**config.mk**
```make
export PLATFORM = sky130hd
export DESIGN_NAME = config_loader
export DESIGN_NICKNAME = d
export VERILOG_FILES = /design/src/rtl/config_loader_pkg.sv /design/src/rtl/word_serializer.sv /design/src/rtl/config_loader.sv
export SDC_FILE = /design/constraint.sdc
export NUM_CORES = 1
export LEC_CHECK = 0
export CORE_ASPECT_RATIO = 0.8
export CORE_MARGIN = 8
export CORE_UTILIZATION = 33
export DETAILED_ROUTE_END_ITERATION = 6
export PLACE_DENSITY_LB_ADDON = 0.12
export SYNTH_ARGS = -nofsm -noshare
export SYNTH_HDL_FRONTEND = slang
export SYNTH_SLANG_ARGS = --single-unit
```
**constraint.sdc**
```tcl
create_clock -name prog_clk -period 5.6 [get_ports prog_clk]
set_input_delay 1.12 -clock prog_clk [delete_from_list [all_inputs] [get_ports prog_clk]]
set_output_delay 1.12 -clock prog_clk [all_outputs]
set_load 0.02 [all_outputs]
```
**src/rtl/config_loader_pkg.sv**
```systemverilog
// config_loader_pkg
// Shared definitions for the configuration-chain loader: the pass FSM state
// encoding and small helpers for sizing counters and indices.
package config_loader_pkg;

  typedef enum logic [1:0] {
    IDLE,
    RUN,
    FLUSH
  } state_e;

  // Width of a counter that has to reach n inclusive.
  function automatic int cnt_width(input int n);
    return $clog2(n + 1);
  endfunction

  // Width of a bit index into a w-bit word; never less than one bit.
  function automatic int idx_width(input int w);
    return (w > 1) ? $clog2(w) : 1;
  endfunction

  // Number of stream words needed to cover a chain of n bits.
  function automatic int words_per_pass(input int n, input int w);
    return (n + w - 1) / w;
  endfunction

endpackage

```
**src/rtl/word_serializer.sv**
```systemverilog
// word_serializer
// Turns a valid/ready word stream into one chain bit per cycle, LSB first.
// A shift buffer holds the word being serialised and a skid register holds
// the next one, so a continuously valid stream produces no bubbles.
// Ports:
//   prog_clk, prog_rst_n : clock, asynchronous active-low reset
//   run                  : pass active; low empties both word registers
//   remaining            : chain bits not yet issued onto prog_in
//   s_data/s_valid/s_ready : input word stream
//   prog_in, prog_en     : registered serial data and shift enable
module word_serializer
  import config_loader_pkg::*;
#(
  parameter int WORD_W = 32,
  parameter int CNT_W  = 13
) (
  input  logic              prog_clk,
  input  logic              prog_rst_n,
  input  logic              run,
  input  logic [CNT_W-1:0]  remaining,
  input  logic [WORD_W-1:0] s_data,
  input  logic              s_valid,
  output logic              s_ready,
  output logic              prog_in,
  output logic              prog_en
);

  localparam int IDX_W = idx_width(WORD_W);

  logic [WORD_W-1:0] buf_q, buf_d, skid_q, skid_d, cur_word;
  logic [IDX_W-1:0]  idx_q, idx_d, cur_idx;
  logic              buf_v_q, buf_v_d, skid_v_q, skid_v_d, cur_v;
  logic              prog_in_q, prog_in_d, prog_en_q, prog_en_d;
  logic              s_hs, take_direct;
  logic [31:0]       held_bits;

  // Only ask for another word while the bits already held fall short of
  // what the chain still needs; this stops the pass at ceil(len/width) words.
  always_comb begin
    held_bits = (buf_v_q ? (32'(WORD_W) - 32'(idx_q)) : 32'd0) +
                (skid_v_q ? 32'(WORD_W) : 32'd0);
    s_ready   = run && !skid_v_q && (32'(remaining) > held_bits);
    s_hs      = s_valid && s_ready;
  end

  // Pick the word to serialise this cycle (buffer, then skid, then a word
  // arriving directly), emit one bit, and park any other arriving word in
  // the skid. The last chain bit also drops the rest of its word.
  always_comb begin
    buf_d       = buf_q;
    idx_d       = idx_q;
    buf_v_d     = buf_v_q;
    skid_d      = skid_q;
    skid_v_d    = skid_v_q;
    prog_en_d   = 1'b0;
    prog_in_d   = 1'b0;
    cur_word    = buf_q;
    cur_idx     = idx_q;
    cur_v       = buf_v_q;
    take_direct = 1'b0;
    if (!run) begin
      buf_v_d  = 1'b0;
      skid_v_d = 1'b0;
      idx_d    = '0;
    end else begin
      if (!buf_v_q && skid_v_q) begin
        cur_word = skid_q;
        cur_idx  = '0;
        cur_v    = 1'b1;
        skid_v_d = 1'b0;
      end else if (!buf_v_q && s_hs) begin
        cur_word    = s_data;
        cur_idx     = '0;
        cur_v       = 1'b1;
        take_direct = 1'b1;
      end
      if (cur_v && remaining != '0) begin
        prog_en_d = 1'b1;
        prog_in_d = cur_word[cur_idx];
        buf_d     = cur_word;
        if (cur_idx == IDX_W'(WORD_W - 1) || remaining == CNT_W'(1)) begin
          buf_v_d = 1'b0;
          idx_d   = '0;
        end else begin
          buf_v_d = 1'b1;
          idx_d   = cur_idx + IDX_W'(1);
        end
      end else begin
        buf_v_d = 1'b0;
        idx_d   = '0;
      end
      if (s_hs && !take_direct) begin
        skid_d   = s_data;
        skid_v_d = 1'b1;
      end
    end
  end

  always_ff @(posedge prog_clk or negedge prog_rst_n) begin
    if (!prog_rst_n) begin
      buf_q     <= '0;
      idx_q     <= '0;
      buf_v_q   <= 1'b0;
      skid_q    <= '0;
      skid_v_q  <= 1'b0;
      prog_in_q <= 1'b0;
      prog_en_q <= 1'b0;
    end else begin
      buf_q     <= buf_d;
      idx_q     <= idx_d;
      buf_v_q   <= buf_v_d;
      skid_q    <= skid_d;
      skid_v_q  <= skid_v_d;
      prog_in_q <= prog_in_d;
      prog_en_q <= prog_en_d;
    end
  end

  assign prog_in = prog_in_q;
  assign prog_en = prog_en_q;

endmodule

```
**src/rtl/config_loader.sv**
```systemverilog
// config_loader
// Loads a CHAIN_LEN-bit configuration scan chain from a word stream and can
// optionally verify it by re-shifting the same stream and comparing the
// chain tail against the bits being shifted in.
// Ports:
//   prog_clk, prog_rst_n : clock (also clocks the chain), async active-low reset
//   start, verify, abort : pass control; verify is sampled with start
//   s_data/s_valid/s_ready : bitstream words, bit 0 shifted first
//   prog_in, prog_en, prog_out : chain data, shift enable, chain tail
//   busy, done           : pass in progress, one-cycle completion pulse
//   err_cnt, mismatch    : saturating verify mismatch count, nonzero flag
module config_loader
  import config_loader_pkg::*;
#(
  parameter int CHAIN_LEN = 4416,
  parameter int WORD_W    = 32,
  parameter int ERR_W     = 16
) (
  input  logic              prog_clk,
  input  logic              prog_rst_n,
  input  logic              start,
  input  logic              verify,
  input  logic              abort,
  input  logic [WORD_W-1:0] s_data,
  input  logic              s_valid,
  output logic              s_ready,
  output logic              prog_in,
  output logic              prog_en,
  input  logic              prog_out,
  output logic              busy,
  output logic              done,
  output logic [ERR_W-1:0]  err_cnt,
  output logic              mismatch
);

  localparam int CNT_W = cnt_width(CHAIN_LEN);

  state_e           state_q, state_d;
  logic [CNT_W-1:0] bit_cnt_q, bit_cnt_d, remaining;
  logic [ERR_W-1:0] err_q, err_d;
  logic             verify_q, verify_d, busy_q, busy_d, done_q, done_d;
  logic             run;

  // The bit already on prog_en this cycle is issued but not yet counted,
  // so it is excluded from what the serializer may still emit.
  assign remaining = CNT_W'(CHAIN_LEN) - bit_cnt_q - CNT_W'(prog_en);
  assign run       = (state_q == RUN) && !abort;

  word_serializer #(
    .WORD_W (WORD_W),
    .CNT_W  (CNT_W)
  ) u_ser (
    .prog_clk   (prog_clk),
    .prog_rst_n (prog_rst_n),
    .run        (run),
    .remaining  (remaining),
    .s_data     (s_data),
    .s_valid    (s_valid),
    .s_ready    (s_ready),
    .prog_in    (prog_in),
    .prog_en    (prog_en)
  );

  // Pass control: count completed shifts, compare the chain tail during
  // verify passes, and leave through FLUSH so done is a single pulse.
  always_comb begin
    state_d   = state_q;
    bit_cnt_d = bit_cnt_q;
    err_d     = err_q;
    verify_d  = verify_q;
    done_d    = 1'b0;
    unique case (state_q)
      IDLE: begin
        if (start && !abort) begin
          state_d   = RUN;
          bit_cnt_d = '0;
          err_d     = '0;
          verify_d  = verify;
        end
      end
      RUN: begin
        if (abort) begin
          state_d = IDLE;
        end else if (prog_en) begin
          bit_cnt_d = bit_cnt_q + CNT_W'(1);
          if (verify_q && (prog_out != prog_in) && (err_q != {ERR_W{1'b1}})) begin
            err_d = err_q + ERR_W'(1);
          end
          if (bit_cnt_q == CNT_W'(CHAIN_LEN - 1)) begin
            state_d = FLUSH;
            done_d  = 1'b1;
          end
        end
      end
      FLUSH: state_d = IDLE;
      default: state_d = IDLE;
    endcase
    busy_d = (state_d != IDLE);
  end

  always_ff @(posedge prog_clk or negedge prog_rst_n) begin
    if (!prog_rst_n) begin
      state_q   <= IDLE;
      bit_cnt_q <= '0;
      err_q     <= '0;
      verify_q  <= 1'b0;
      busy_q    <= 1'b0;
      done_q    <= 1'b0;
    end else begin
      state_q   <= state_d;
      bit_cnt_q <= bit_cnt_d;
      err_q     <= err_d;
      verify_q  <= verify_d;
      busy_q    <= busy_d;
      done_q    <= done_d;
    end
  end

  assign busy     = busy_q;
  assign done     = done_q;
  assign err_cnt  = err_q;
  assign mismatch = (err_q != '0);

endmodule
```
==> impl_metrics.py, run 1 <==
metrics = {
    "sta": {
        "setup_viol": 0,
        "setup_tns_ns": 0,
        "period_share_pct": 93.1,
        "rsz0062_at_grt": "no",
        "max_freq_mhz": 192,
        "slew_viol_final": 0,
        "finalHoldViolations": 0,
        "finClkSkew_ns": 0.0117,
        "slew_headroom_pct": 30.7,
        "worst_pin_slew_ns": 1.04,
        "finalCriticalPeriod_ns": 5.21,
    },
    "pwr": {
        "clock_power_share_pct": 31.6,
        "p_leak_nw": 3.33,
        "p_comb_share_pct": 18.9,
        "p_seq_share_pct": 49.5,
        "p_per_area_nw_per_um2": 264,
        "ir_drop_mv": 0.143,
        "power.switching_w": 0.000532,
        "finalPower_w": 0.00196,
        "p_int_w": 0.00143,
        "p_sw_share_pct": 27.1,
    },
    "global_route": {
        "antenna_found_initial": 0,
        "grt_pass1_wl_um": 25300,
        "grt_pass1_vias": 4752,
        "grt_max_degree": 73,
        "grt_overflow_total": 0,
        "grt_usage_pct": 13.1,
    },
    "place": {
        "io_buffers": 60,
        "gp_congestion": 0.788,
        "dpl.hpwl_um": 10600,
    },
    "worst_setup_path": {
        "cp.required_ns": 4.48,
        "arrival_ns": 4.09,
        "worstSetupPathType": "reg -> out",
        "critPathSlowestCell": "clkdlybuf4s50_1",
        "crit_path_frequent_cell": "ha_1",
        "path_max_fanout": 4,
        "startpoint_type": "flip-flop",
        "crit_chain": "inv_1 -> ha_1 -> ha_1 -> a211oi_2 -> o21bai_1 -> a211o_1 -> and2_1 -> ha_1 -> o21a_1 -> o22ai_1 -> a31oi_1 -> a2111oi_4 -> and3_4 -> nor3_4 -> clkdlybuf4s50_1",
        "end_kind": "primary output",
        "slowest_delay_ns": 0.66,
    },
    "logic_synthesis": {
        "synth-main-ff-cell": "dfrtp_1",
        "ys_seq_area_share_pct": 42.2,
        "synthArstFlopShare_pct": 100,
        "synth_area_leaders": "dfrtp_1 42%, ha_1 7.1%, a2bb2oi_2 6.9%, mux2_4 5.4%, o22ai_1 3.2%",
        "synth_warnings": 0,
        "synth_top_area_share_pct": 42.2,
        "ys_types": 74,
        "synthCells": 559,
        "ys_seq_elements": 107,
        "syn_area_per_cell_um2": 11.4,
        "synth_edf_count": 0,
        "syn_area_um2": 6350,
        "synth_top_cell_by_area": "dfrtp_1",
        "synthesis.nets": 634,
    },
    "route": {
        "vias": 4455,
        "post_drt_wl_per_cell_um": 17.3,
        "detail_route.vias_per_cell": 5.13,
        "drt_iter0_drc": 295,
        "routed_wl_um": 15100,
        "drt.antenna.violating_nets": 0,
        "route.detailed.drc": 0,
        "dr.pass1.iters": 4,
    },
    "floorplan": {
        "core_um2": 18900,
        "start_util_pct": 33.6,
        "rows": 45,
        "io_pins": 61,
        "die_w_um": 171,
        "die_h_um": 140,
        "dieArea_um2": 24000,
    },
    "cells_and_area": {
        "nets": 681,
        "area_growth_syn_to_layout_pct": 17.2,
        "n_antenna_cell": 0,
        "drive_gt1_share_pct": 17.8,
        "utilization_pct": 39.3,
        "nFillCells": 1851,
    },
    "clock_network": {
        "clock_latency_ns": 0.36,
        "cts.sinks": 107,
        "cts_tree": "yes",
        "root_buffer": "clkbuf_16",
        "cts_hold_buf": 0,
        "numCtsBuffers": 9,
        "cts-htree-levels": 3,
        "cts_buffer_depth": 2,
        "clk_pin_slew_worst_paths_ns": 0.08,
    },
    "flow_run": {
        "drv_cap": 0,
    },
    "worst_hold_path": {
        "hold_class": "reg -> reg",
    },
    "status": {
        "outcome": "completed",
    },
}
-- critical path, delay by kind of cell (launching register included) --
kind | cells | cell delay (ns)
compound gates | 7 | 1.28
fa+ha+maj | 3 | 0.70
buf+inv | 2 | 0.74
flops | 1 | 0.39
simple gates | 3 | 0.66
-- per-stage QoR --
step | cell area, um^2 | setup slack, ns | cells | hold slack (ns)
6_report | 7440 | 0.389 | 869 | 0.512
5_1_grt | 7440 | 0.128 | 869 | 0.528
4_1_cts | 7440 | 0.160 | 869 | 0.514
3_5_place_dp | 7150 | 0.590 | 853 | 0.493
3_3_place_gp | 7150 | 0.718 | 853 | 0.488
2_1_floorplan | 6350 | 1.03 | 559 | 0.465
-- logic make-up after synthesis --
| family | count (synthesis) | synth area share [%] |
|---|---|---|
| adders and majority gates | 36 | 7.09 |
| DFF | 107 | 42.2 |
| buffers and inverters | 63 | 4.71 |
| muxes | 42 | 9.77 |
| xor gates and xnor gates | 34 | 4.69 |
| and+or+nand+nor | 147 | 12.8 |
| AOI/OAI and AO/OA | 130 | 18.8 |
-- metal layers --
layer	vias up	wire length, um	global-route usage [%]
li1	2161	-	-
met1	2234	7770	18.4
met2	49	6660	19.9
met3	11	448	2.64
met4	0	187	3.84
met5	-	0	0
-- cell usage after synthesis (3+ instances only) --
cell type / instances
nand3_1: 16
and4_1: 4
nand4_1: 8
nor4_1: 5
nor2_1: 42
ha_1: 36
and3_1: 10
nor4b_1: 3
o21ai_0: 13
nand2_1: 23
a21oi_1: 7
and2_1: 6
mux4_2: 6
o2111ai_1: 3
buf_2: 8
a2bb2oi_2: 29
mux2_2: 8
mux2i_1: 5
nor2b_1: 4
nor3_1: 7
a22oi_1: 3
buf_6: 7
o22a_1: 3
clkbuf_1: 14
o21bai_1: 3
xor2_1: 13
mux2_4: 23
inv_1: 32
dfrtp_1: 107
xnor2_1: 21
o22ai_1: 32
a211oi_1: 7
-- final cells by class --
class                      instances  area, um^2  area share, %
clock buffer                       9         225           3.03
clock inverter                     7        61.3          0.824
inverter                          33         124           1.66
multi-input combinational        389        3390           45.5
sequential                       107        2680           36.0
tap                              258         323           4.34
timing repair buffer              66         643           8.64
-- placed cells by master, fill, tap and decap left out, types with 4 or more instances in the layout --
master | synthesis | routed
dfrtp_1 | 107 | 107
clkdlybuf4s50_1 | 0 | 59
nor2_1 | 42 | 42
ha_1 | 36 | 36
inv_1 | 32 | 32
o22ai_1 | 32 | 32
a2bb2oi_2 | 29 | 29
nand2_1 | 23 | 23
mux2_4 | 23 | 23
xnor2_1 | 21 | 21
nand3_1 | 16 | 16
xor2_1 | 13 | 13
o21ai_0 | 13 | 13
and3_1 | 10 | 10
clkbuf_16 | 0 | 9
nand4_1 | 8 | 8
mux2_2 | 8 | 8
a21oi_1 | 7 | 7
nor3_1 | 7 | 7
buf_4 | 0 | 7
a211oi_1 | 7 | 6
and2_1 | 6 | 6
mux4_2 | 6 | 6
nor4_1 | 5 | 5
mux2i_1 | 5 | 5
nor2b_1 | 4 | 4
and4_1 | 4 | 4
-- power by group through the flow --
stage                     registers [W]  clock network (W)  logic, W
after floorplan                0.000966                  0  0.000276
after global placement         0.000983                  0  0.000368
after detailed placement       0.000986                  0  0.000374
after CTS                      0.000972           0.000646  0.000377
after global routing           0.000989           0.000673  0.000408
final                          0.000972           0.000622  0.000371
-- final timing paths --
check                                  from                to  slack [ns]  depth (start not counted)
max                           u_ser.prog_en           s_ready        0.39                         15
min                        u_ser.skid_q[27]  u_ser.skid_q[27]        0.51                          1
max reg2reg                   u_ser.prog_en    u_ser.idx_q[3]        0.94                         20
min reg2reg                u_ser.skid_q[27]  u_ser.skid_q[27]        0.51                          1
max in group asynchronous        prog_rst_n    u_ser.buf_q[0]        3.63                          2
min in group asynchronous        prog_rst_n      bit_cnt_q[4]        0.93                          1
-- registers in the layout, indices dropped and copies added (netlist names) --
| signal | cells |
|---|---|
| done | 1 |
| bit_cnt_q | 13 |
| u_ser.idx_q | 5 |
| u_ser.buf_v_q | 1 |
| u_ser.prog_in | 1 |
| u_ser.prog_en | 1 |
| u_ser.skid_q | 32 |
| u_ser.buf_q | 32 |
| busy | 1 |
| verify_q | 1 |
| u_ser.skid_v_q | 1 |
| err_cnt | 16 |
| state_q | 2 |
-- repair_timing --
action,in CTS,in global routing
buffers inserted,0,0
endpoints found under the setup margin,0,1
gates resized for setup,0,1
Power figures use the tool's default switching activity.
==> run 2: changes to the inputs <==
--- a/config.mk
+++ b/config.mk
@@ -9,7 +9,7 @@
 export CORE_MARGIN = 8
 export CORE_UTILIZATION = 33
 export DETAILED_ROUTE_END_ITERATION = 6
-export PLACE_DENSITY_LB_ADDON = 0.12
+export PLACE_DENSITY = 0.6
 export SYNTH_ARGS = -nofsm -noshare
 export SYNTH_HDL_FRONTEND = slang
 export SYNTH_SLANG_ARGS = --single-unit
==> constraint.sdc (replaced) <==
create_clock -name prog_clk -period 5.6 [get_ports prog_clk]
set_input_delay 1.12 -clock prog_clk [delete_from_list [all_inputs] [get_ports prog_clk]]
set_output_delay 1.12 -clock prog_clk [all_outputs]
set_load 0.05 [all_outputs]
==> impl_metrics.py, run 2 (synthesis gave the netlist of run 1 again) <==
metrics = {
    "status": {
        "outcome": "completed",
    },
    "worst_setup_path": {
        "path_delay_family": "compound AO/OA/AOI/OAI gates",
        "end_kind": "primary output",
        "path_max_fanout": 4,
        "reg2reg_slack_ns": 0.79,
        "startpoint_type": "flip-flop",
        "slowest_delay_ns": 0.49,
        "cp.depth": 15,
        "crit_path_frequent_cell": "ha_1",
        "r2r_start": "u_ser.prog_en",
        "crit_chain": "inv_1 -> ha_1 -> ha_1 -> a211oi_1 -> o21bai_1 -> a211o_1 -> and2_1 -> ha_1 -> o21a_1 -> o22ai_1 -> a31oi_1 -> a2111oi_4 -> and3_4 -> nor3_4 -> dlymetal6s2s_1",
        "cp.required_ns": 4.48,
        "regToRegEndpoint": "u_ser.idx_q[3]",
        "path_buf_inv": 2,
        "critPathSlowestCell": "dlymetal6s2s_1",
        "arrival_ns": 4.04,
        "worstSetupPathType": "reg -> out",
        "reg2reg_depth": 20,
    },
    "floorplan": {
        "die_w_um": 171,
        "rows": 45,
        "core_um2": 18900,
        "dieArea_um2": 24000,
        "start_util_pct": 33.6,
        "io_pins": 61,
        "die_h_um": 140,
    },
    "cells_and_area": {
        "n_antenna_cell": 0,
        "drive_gt1_share_pct": 17.6,
        "nFillCells": 1834,
        "layout_commonest_cell": "dfrtp_1",
        "area_growth_syn_to_layout_pct": 17.2,
        "nets": 682,
        "layout_common_cells": "107 x dfrtp_1, 58 x clkdlybuf4s50_1, 42 x nor2_1, 36 x ha_1",
    },
    "clock_network": {
        "cts_resized": 0,
        "cts_tree": "yes",
        "numCtsBuffers": 9,
        "clock_latency_ns": 0.35,
        "cts_hold_buf": 0,
        "cts_buffer_depth": 2,
        "post-cts-setup-buffers": 0,
        "cts.sinks": 107,
        "clk_pin_slew_worst_paths_ns": 0.08,
        "root_buffer": "clkbuf_16",
        "cts-htree-levels": 3,
    },
    "place": {
        "io_buffers": 60,
        "gp_congestion": 0.778,
        "dpl.hpwl_um": 10500,
    },
    "sta": {
        "finalCriticalPeriod_ns": 5.16,
        "setup_viol": 0,
        "slew_viol_final": 0,
        "max_freq_mhz": 194,
        "slew_headroom_pct": 34.4,
        "period_share_pct": 92.1,
        "rsz0062_at_grt": "no",
        "fin_hold_ws_ns": 0.510,
        "finalHoldViolations": 0,
        "worst_pin_slew_ns": 0.984,
        "setup_tns_ns": 0,
        "finClkSkew_ns": 0.0132,
    },
    "global_route": {
        "grt_overflow_total": 0,
        "grt_pass1_wl_um": 24500,
        "grt_pass1_vias": 4659,
        "grt_max_degree": 74,
        "grt_usage_pct": 12.6,
        "antenna_found_initial": 0,
    },
    "worst_hold_path": {
        "hold_depth": 1,
        "min_to": "u_ser.skid_q[12]",
        "hold_class": "reg -> reg",
        "hp-start": "u_ser.skid_q[12]",
    },
    "route": {
        "drt_iter0_drc": 324,
        "drt.antenna.violating_nets": 0,
        "dr.pass1.iters": 4,
        "routed_wl_um": 14900,
        "vias": 4531,
        "route.detailed.drc": 0,
        "detail_route.vias_per_cell": 5.21,
        "post_drt_wl_per_cell_um": 17.1,
    },
    "flow_run": {
        "drv_cap": 0,
    },
    "pwr": {
        "p_per_area_nw_per_um2": 265,
        "p_leak_nw": 3.34,
        "ir_drop_mv": 0.143,
    },
}
-- run 2: worst max path at each step --
stage / to / from
final: s_ready / u_ser.prog_en
after global placement: s_ready / u_ser.prog_en
after floorplan: u_ser.idx_q[3] / u_ser.prog_en
after global routing: s_ready / bit_cnt_q[0]
after CTS: s_ready / u_ser.prog_en
after detailed placement: s_ready / u_ser.prog_en
-- run 2: routing by layer --
layer	global-route usage [%]	up-vias	wire length (um)
met1	17.3	2260	7210
li1	-	2155	-
met4	4.11	0	208
met2	19.6	99	6930
met3	2.25	17	549
met5	0	-	0
-- run 2: cell type report --
cell class	count	area (um^2)	area share, %
Clock buffer	10	229	3.08
Clock inverter	6	48.8	0.656
Inverter	33	124	1.66
Multi-Input combinational cell	389	3380	45.5
Sequential cell	107	2680	36.0
Tap cell	258	323	4.34
Timing Repair Buffer	67	653	8.78
-- run 2: through the flow --
step / utilization, % / instances / setup WS, ns / cell area (um^2) / total power, W
global placement: 37.8 / 854 / 0.565 / 7160 / 0.00135
CTS: 39.3 / 870 / 0.0457 / 7440 / 0.00199
global route: 39.3 / 870 / 0.179 / 7440 / 0.00206
detailed placement: 37.8 / 854 / 0.443 / 7160 / 0.00137
floorplan: - / 559 / 0.808 / 6350 / 0.00125
finish: 39.3 / 870 / 0.442 / 7440 / 0.00197
-- run 2: power breakdown --
| part | switching (W) | total [W] | leakage (nW) | internal, W |
|---|---|---|---|---|
| Combinational | 0.000149 | 0.000382 | 1.77 | 0.000233 |
| Sequential | 0.0000843 | 0.000976 | 1.43 | 0.000892 |
| Clock | 0.000306 | 0.000614 | 0.136 | 0.000308 |
-- run 2: worst register-to-register path, cell delays in order, from the launching register on --
cell and delay, ns:
dfrtp_1 0.40, inv_1 0.08, ha_1 0.20, ha_1 0.20, a211oi_1 0.45, o21bai_1 0.12, a211o_1 0.31, and2_1 0.16
ha_1 0.30, o21a_1 0.12, o22ai_1 0.07, a31oi_1 0.28, a2111oi_4 0.09, a31o_4 0.44, and3_1 0.28, ha_1 0.21
and4_1 0.20, ha_1 0.19, or3_1 0.43, inv_2 0.10, and3_1 0.14
==> patch 1 (config.mk and constraints of run 2) <==
Re-encode `state_e` (3 states) as one-hot, 3 bits wide.
--- a/src/rtl/config_loader_pkg.sv
+++ b/src/rtl/config_loader_pkg.sv
@@ -4,8 +4,8 @@
 package config_loader_pkg;
 
-  typedef enum logic [1:0] {
-    IDLE,
-    RUN,
-    FLUSH
+  typedef enum logic [2:0] {
+    IDLE  = 3'b001,
+    RUN   = 3'b010,
+    FLUSH = 3'b100
   } state_e;
 
Behaviour: same outputs for any inputs over 4 cycles, from zero or initial values and one cycle with prog_rst_n low; so few cycles prove little.
==> patch 1 against run 2 <==
Cell count increased by 1.4%. Worst hold slack got worse by 0.033 ns. Area after synthesis decreased by 2.0%. Design area decreased by 0.44%. Clock skew decreased by 0.0033 ns. Wire length decreased by 2.4%. Setup slack improved by 0.031 ns. Die area decreased by 1.7%. Sequential cell count increased by 1. Register-to-register slack improved by 0.03 ns. Non-clock buffer count increased by 3. Critical endpoint unchanged.
Power is not compared: it rests on default switching activity, and its combinational part moved more than twofold at a synthesized area within 25%.
==> patch 1: results (changes against run 2) <==
| Metric | Value |
|---|---|
| Run status | `finished clean (unchanged)` |
| Slowest cell delay on critical path | `0.69 ns (was 0.49 ns)` |
| Nets@finish | `694 (was 682)` |
| Largest driver fanout on the critical path | `7 (was 4)` |
| Quantity of I/O buffers inserted on ports | `60 (unchanged)` |
| Max Root-Sink Buffers | `2 (unchanged)` |
| Remaining max-slew budget at the tightest pin | `39.8% (was 34.4%)` |
| YS warnings | `0 (unchanged)` |
| VDD IR-drop max | `roughly 0.15 mV` |
| Type of the worst min-delay path | `register to register (unchanged)` |
| Leakage | `between 3 and 4 nW` |
| Arrival time at the worst endpoint | `4.01 ns (was 4.04 ns)` |
| Cell at the slowest stage of the critical path | `or4_1 (was dlymetal6s2s_1)` |
| Total wire length after detailed routing | `14600 um (was 14900 um)` |
| Largest net degree at the start of global routing | `62 (was 74)` |
| Synth unique cells | `61 (was 74)` |
| Overall Global Routing Usage | `12.8% (was 12.6%)` |
| Part of the Yosys area used for sequential elements | `43.4% (was 42.2%)` |
| Clock slew seen by the registers of the worst setup and hold paths | `about 0.070 ns` |
| Fin Clk Skew | `0.00988 ns (was 0.0132 ns)` |
| Via density | `5.17 (was 5.21)` |
| Inst Count DP | `866 (was 854)` |
| Iter 0 DRT Violations | `237 (was 324)` |
| Number of post-CTS setup repair buffers | `0 (unchanged)` |
| Wire length of the first global-routing pass | `24700 um (was 24500 um)` |
| Cells taking the most area after synthesis | `dfrtp_1, a2bb2oi_2, ha_1 (was dfrtp_1, ha_1, a2bb2oi_2)` |
| TritonCTS Buffers | `9 (unchanged)` |
| Number of optimization iterations in the first detailed-route pass | `4 (unchanged)` |
| Antenna violations before repair | `0 (unchanged)` |
| Detailed-route wire length per cell | `16.5 um (was 17.1 um)` |
| Post-Synthesis Mean Instance Area | `11.0 um^2 (was 11.4 um^2)` |
| Share of synthesized registers carrying an async set or reset | `100% (unchanged)` |
| Count of inserted antenna diode cells | `0 (unchanged)` |
| GPL Wtd Cong | `0.850 (was 0.778)` |
| Library cell used as clock root buffer | `clkbuf_16 (unchanged)` |
| Vias in the first global route | `4795 (was 4659)` |
| Syn nets | `639 (was 634)` |
| CTS sink count | `108 (was 107)` |
| HPWL after detailed placement | `10500 um (about the same)` |
| CTS H-Tree Depth | `3 (unchanged)` |
| Worst skew pair latency | `0.36 ns` |
| Switching share of power | `between 20% and 30%` |
| Layout cell share with drive strength beyond 1 | `17.6% (about the same)` |
| Most used standard cells in the synthesized netlist | `dfrtp_1, nand2_1, nor2_1, ha_1, o22ai_1 (was dfrtp_1, nor2_1, ha_1, inv_1, o22ai_1)` |
| Total of cells resized after clock tree synthesis | `0 (unchanged)` |
## patch 1: kinds of logic (layout without fill, tap and decap cells)
logic type	count (synthesis)	in the layout	synth area share, %
xor+xnor	32	32	4.50
fa+ha+maj	36	36	7.23
flops	108	108	43.4
mux	42	42	9.02
compound gates	126	126	18.8
buf+inv	55	115	3.94
simple gates	165	165	13.1
## patch 1: per-layer routing
metal  vias up  track usage (%)  routed length, um
li1       2178                -                  -
met1      2259             16.7               6810
met2       102             21.0               6950
met3        17             2.48                611
met4         0             4.04                187
met5         -                0                  0
## patch 1: critical path: cells and delay by family, from the launching register on
kind	cells	cell delay [ns]
AO/OA/AOI/OAI	4	0.94
AND/OR/NAND/NOR	2	0.92
adder cells (fa/ha/maj)	4	0.78
buffers and inverters	3	0.46
flip-flops	1	0.42
XOR/XNOR	1	0.14
## patch 1: final cells by class
type / instances / area, um^2
Clock inverter: 7 / 86.3
Sequential cell: 108 / 2700
Inverter: 29 / 109
Fill cell: 1785 / 11300
Tap cell: 258 / 323
Multi-Input combinational cell: 401 / 3280
Timing Repair Buffer: 70 / 676
Clock buffer: 9 / 225
## patch 1: power by group through the flow
stage	Combinational [W]	Clock, W	Sequential (W)
floorplan	0.0000376	0	0.000807
global placement	0.0000974	0	0.000805
detailed placement	0.000100	0	0.000805
CTS	0.000101	0.000696	0.000790
global route	0.000111	0.000730	0.000791
finish	0.0000994	0.000676	0.000790
## patch 1: final timing paths
kind                              startpoint               to  slack, ns  cells after the start
worst max register to register  bit_cnt_q[0]   u_ser.idx_q[4]       0.82                     21
worst min-delay path                verify_q         verify_q       0.48                      2
max in group asynchronous         prog_rst_n  u_ser.skid_q[4]       3.65                      2
worst max-delay path            bit_cnt_q[0]          s_ready       0.47                     14
min in group asynchronous         prog_rst_n      err_cnt[11]       0.83                      1
worst min register to register      verify_q         verify_q       0.48                      2
## patch 1: per-stage QoR
stage,worst slack [ns],hold slack (ns),area [um^2],util (%),total power [W]
6_report,0.473,0.476,7410,39.5,0.00156
5_1_grt,0.210,0.528,7410,39.5,0.00163
4_1_cts,0.0700,0.481,7400,39.5,0.00159
3_5_place_dp,0.464,0.463,7090,37.8,0.000906
3_3_place_gp,0.558,0.462,7090,37.8,0.000902
2_1_floorplan,1.04,0.446,6230,-,0.000844
==> patch 2 (flow settings as in run 2) <==
Made on the original files. `ERR_W`: 16 -> 12.
--- a/src/rtl/config_loader.sv
+++ b/src/rtl/config_loader.sv
@@ -15,5 +15,5 @@
   parameter int CHAIN_LEN = 4416,
   parameter int WORD_W    = 32,
-  parameter int ERR_W     = 16
+  parameter int ERR_W     = 12
 ) (
   input  logic              prog_clk,
Ports: changed (resized err_cnt); port bits go from 61 to 57. No check against the original RTL was run, so the function may have changed too.
==> patch 2 against run 2 <==
Setup slack improved by 0.010 ns. Design area down 7.1%. Wire length is 6.7% lower. Clock power increased by 8.0%. Power rose by 8.1%. The flow now finishes with violations (DRC). Area after synthesis decreased by 8.4%. Sequential cell count down 4. Cell count is 4.5% lower.
==> patch 2: results (changes against run 2) <==
| Metric | Value |
|---|---|
| Worst skew pair latency | `0.35 ns (about the same)` |
| Number of post-CTS setup repair buffers | `0 (unchanged)` |
| Clock slew seen by the registers of the worst setup and hold paths | `0.08 ns (about the same)` |
| TritonCTS Buffers | `9 (unchanged)` |
| Count of inserted antenna diode cells | `0 (unchanged)` |
| Vias in the first global route | `4691 (was 4659)` |
| Arrival time at the worst endpoint | `4.03 ns (was 4.04 ns)` |
| Quantity of I/O buffers inserted on ports | `56 (was 60)` |
| Flop-to-flop setup slack | `1.27 ns (was 0.79 ns)` |
| Type of the worst min-delay path | `register to register (unchanged)` |
| Max Root-Sink Buffers | `2 (unchanged)` |
| Share of synthesized registers carrying an async set or reset | `100% (unchanged)` |
| Layout cell share with drive strength beyond 1 | `8.25% (was 17.6%)` |
| Drc violations | `1 (was 0)` |
| Syn nets | `628 (was 634)` |
| Run status | `finished, violations left (was finished clean)` |
| Via density | `5.39 (was 5.21)` |
| Wire length of the first global-routing pass | `23700 um (was 24500 um)` |
| Nets@finish | `676 (was 682)` |
| Part of the Yosys area used for sequential elements | `44.3% (was 42.2%)` |
| Remaining max-slew budget at the tightest pin | `45.1% (was 34.4%)` |
| Iter 0 DRT Violations | `246 (was 324)` |
| Largest net degree at the start of global routing | `54 (was 74)` |
| Failing checks | `DRC` |
| Worst r2r src | `u_ser.prog_en (unchanged)` |
| HPWL after detailed placement | `10000 um (was 10500 um)` |
| Antenna violations before repair | `0 (unchanged)` |
| GPL Wtd Cong | `0.850 (was 0.778)` |
| Number of cells traversed by the worst register-to-register path | `20 (unchanged)` |
| VDD IR-drop max | `0.176 mV (was 0.143 mV)` |
| Synth unique cells | `66 (was 74)` |
| Switching share of power | `29.3% (was 27.3%)` |
| Overall Global Routing Usage | `13.1% (was 12.6%)` |
| Layout filler cell count | `1657 (was 1834)` |
| Detailed-route wire length per cell | `16.7 um (was 17.1 um)` |
| Largest driver fanout on the critical path | `6 (was 4)` |
| Leakage | `3.01 nW (was 3.34 nW)` |
| Top_reg_cell synth | `dfrtp_1 (unchanged)` |
| CTS H-Tree Depth | `3 (unchanged)` |
| Worst min-delay path startpoint | `u_ser.skid_q[10] (was u_ser.skid_q[12])` |
| Cell depth of the worst min-delay path | `1 (unchanged)` |
| Largest registers ranked by flip-flop count | `u_ser.buf_q: 32 flops, u_ser.skid_q: 32 flops, bit_cnt_q: 13 flops` |
| Hold Path Sink | `u_ser.skid_q[10] (was u_ser.skid_q[12])` |
| Cells taking the most area after synthesis | `dfrtp_1, ha_1, mux2_1 (was dfrtp_1, ha_1, a2bb2oi_2)` |
| Fin Clk Skew | `0.00781 ns (was 0.0132 ns)` |
| YS warnings | `0 (unchanged)` |
| Total of cells resized after clock tree synthesis | `0 (unchanged)` |
| Library cell used as clock root buffer | `clkbuf_16 (unchanged)` |
| Most used standard cells in the synthesized netlist | `dfrtp_1, nor2_1, ha_1 (was dfrtp_1, nor2_1, ha_1, inv_1, o22ai_1)` |
| Reg2reg end | `u_ser.idx_q[4] (was u_ser.idx_q[3])` |
| Number of optimization iterations in the first detailed-route pass | `7 (was 4)` |
[patch 2: changes by cell type after synthesis, sizes merged, moves of 5 or more]
cell,before,now
xor2,13,7
nor2,43,38
buf,16,10
nand2,23,32
a21oi,7,18
or3,1,7
o21ai,14,19
[patch 2: how the worst max path moves through the flow]
stage	start	endpoint	slack (ns)	cells past startpoint
3_3_place_gp	u_ser.prog_en	s_ready	0.95	17
2_1_floorplan	u_ser.prog_en	s_ready	1.04	15
6_report	u_ser.prog_en	s_ready	0.45	12
5_1_grt	bit_cnt_q[0]	s_ready	0.11	17
3_5_place_dp	bit_cnt_q[0]	s_ready	0.88	17
4_1_cts	bit_cnt_q[0]	s_ready	0.46	17
[patch 2: metrics by stage]
step	instances	hold WS (ns)	setup WS [ns]	cell area (um^2)	power [W]
floorplan	553	0.458	1.04	5810	0.00131
global route	831	0.508	0.105	6910	0.00225
detailed placement	815	0.475	0.879	6600	0.00148
finish	831	0.491	0.452	6910	0.00213
global placement	815	0.469	0.954	6600	0.00147
CTS	831	0.495	0.461	6910	0.00215
[patch 2: power by group through the flow]
stage / sequential [W] / combinational [W] / clock (W)
3_3_place_gp: 0.00102 / 0.000446 / 0
4_1_cts: 0.00101 / 0.000462 / 0.000681
3_5_place_dp: 0.00102 / 0.000459 / 0
6_report: 0.00101 / 0.000458 / 0.000663
5_1_grt: 0.00103 / 0.000504 / 0.000716
2_1_floorplan: 0.00101 / 0.000304 / 0
[patch 2: per-layer routing]
metal / part of all wire, % / track usage (%) / vias up
met2: 45 / 20.7 / 105
met3: 4.8 / 2.25 / 18
met5: 0 / 0 / -
met1: 48 / 17.3 / 2224
met4: 2.3 / 5.74 / 0
li1: - / - / 2132
[patch 2: layout make-up]
type / instances / area (um^2) / share of cell area (%)
Tap cell: 225 / 282 / 4.07
Timing Repair Buffer: 63 / 623 / 9.01
Sequential cell: 103 / 2580 / 37.3
Inverter: 32 / 120 / 1.74
Clock buffer: 9 / 225 / 3.26
Clock inverter: 7 / 92.6 / 1.34
Multi-Input combinational cell: 392 / 2990 / 43.3
[patch 2: kinds of logic (layout without fill, tap and decap cells)]
logic type,count (synthesis),count (layout),share of synthesized area (%)
AOI/OAI and AO/OA,135,135,16.8
xor gates and xnor gates,26,26,3.92
adders and majority gates,36,36,7.75
buffers and inverters,58,111,4.39
DFF,103,103,44.3
muxes,43,43,8.97
and+or+nand+nor,152,152,13.8
[patch 2: worst max-delay path: stages (launching register included)]
cell and delay (ns):
dfrtp_1 0.40, inv_1 0.07, ha_1 0.20, ha_1 0.20, a211oi_2 0.32, a2bb2oi_1 0.45
o31a_1 0.23, ha_1 0.25, a21oi_1 0.13, o21ai_0 0.12, buf_4 0.18, a211oi_2 0.26
clkdlybuf4s50_1 0.86
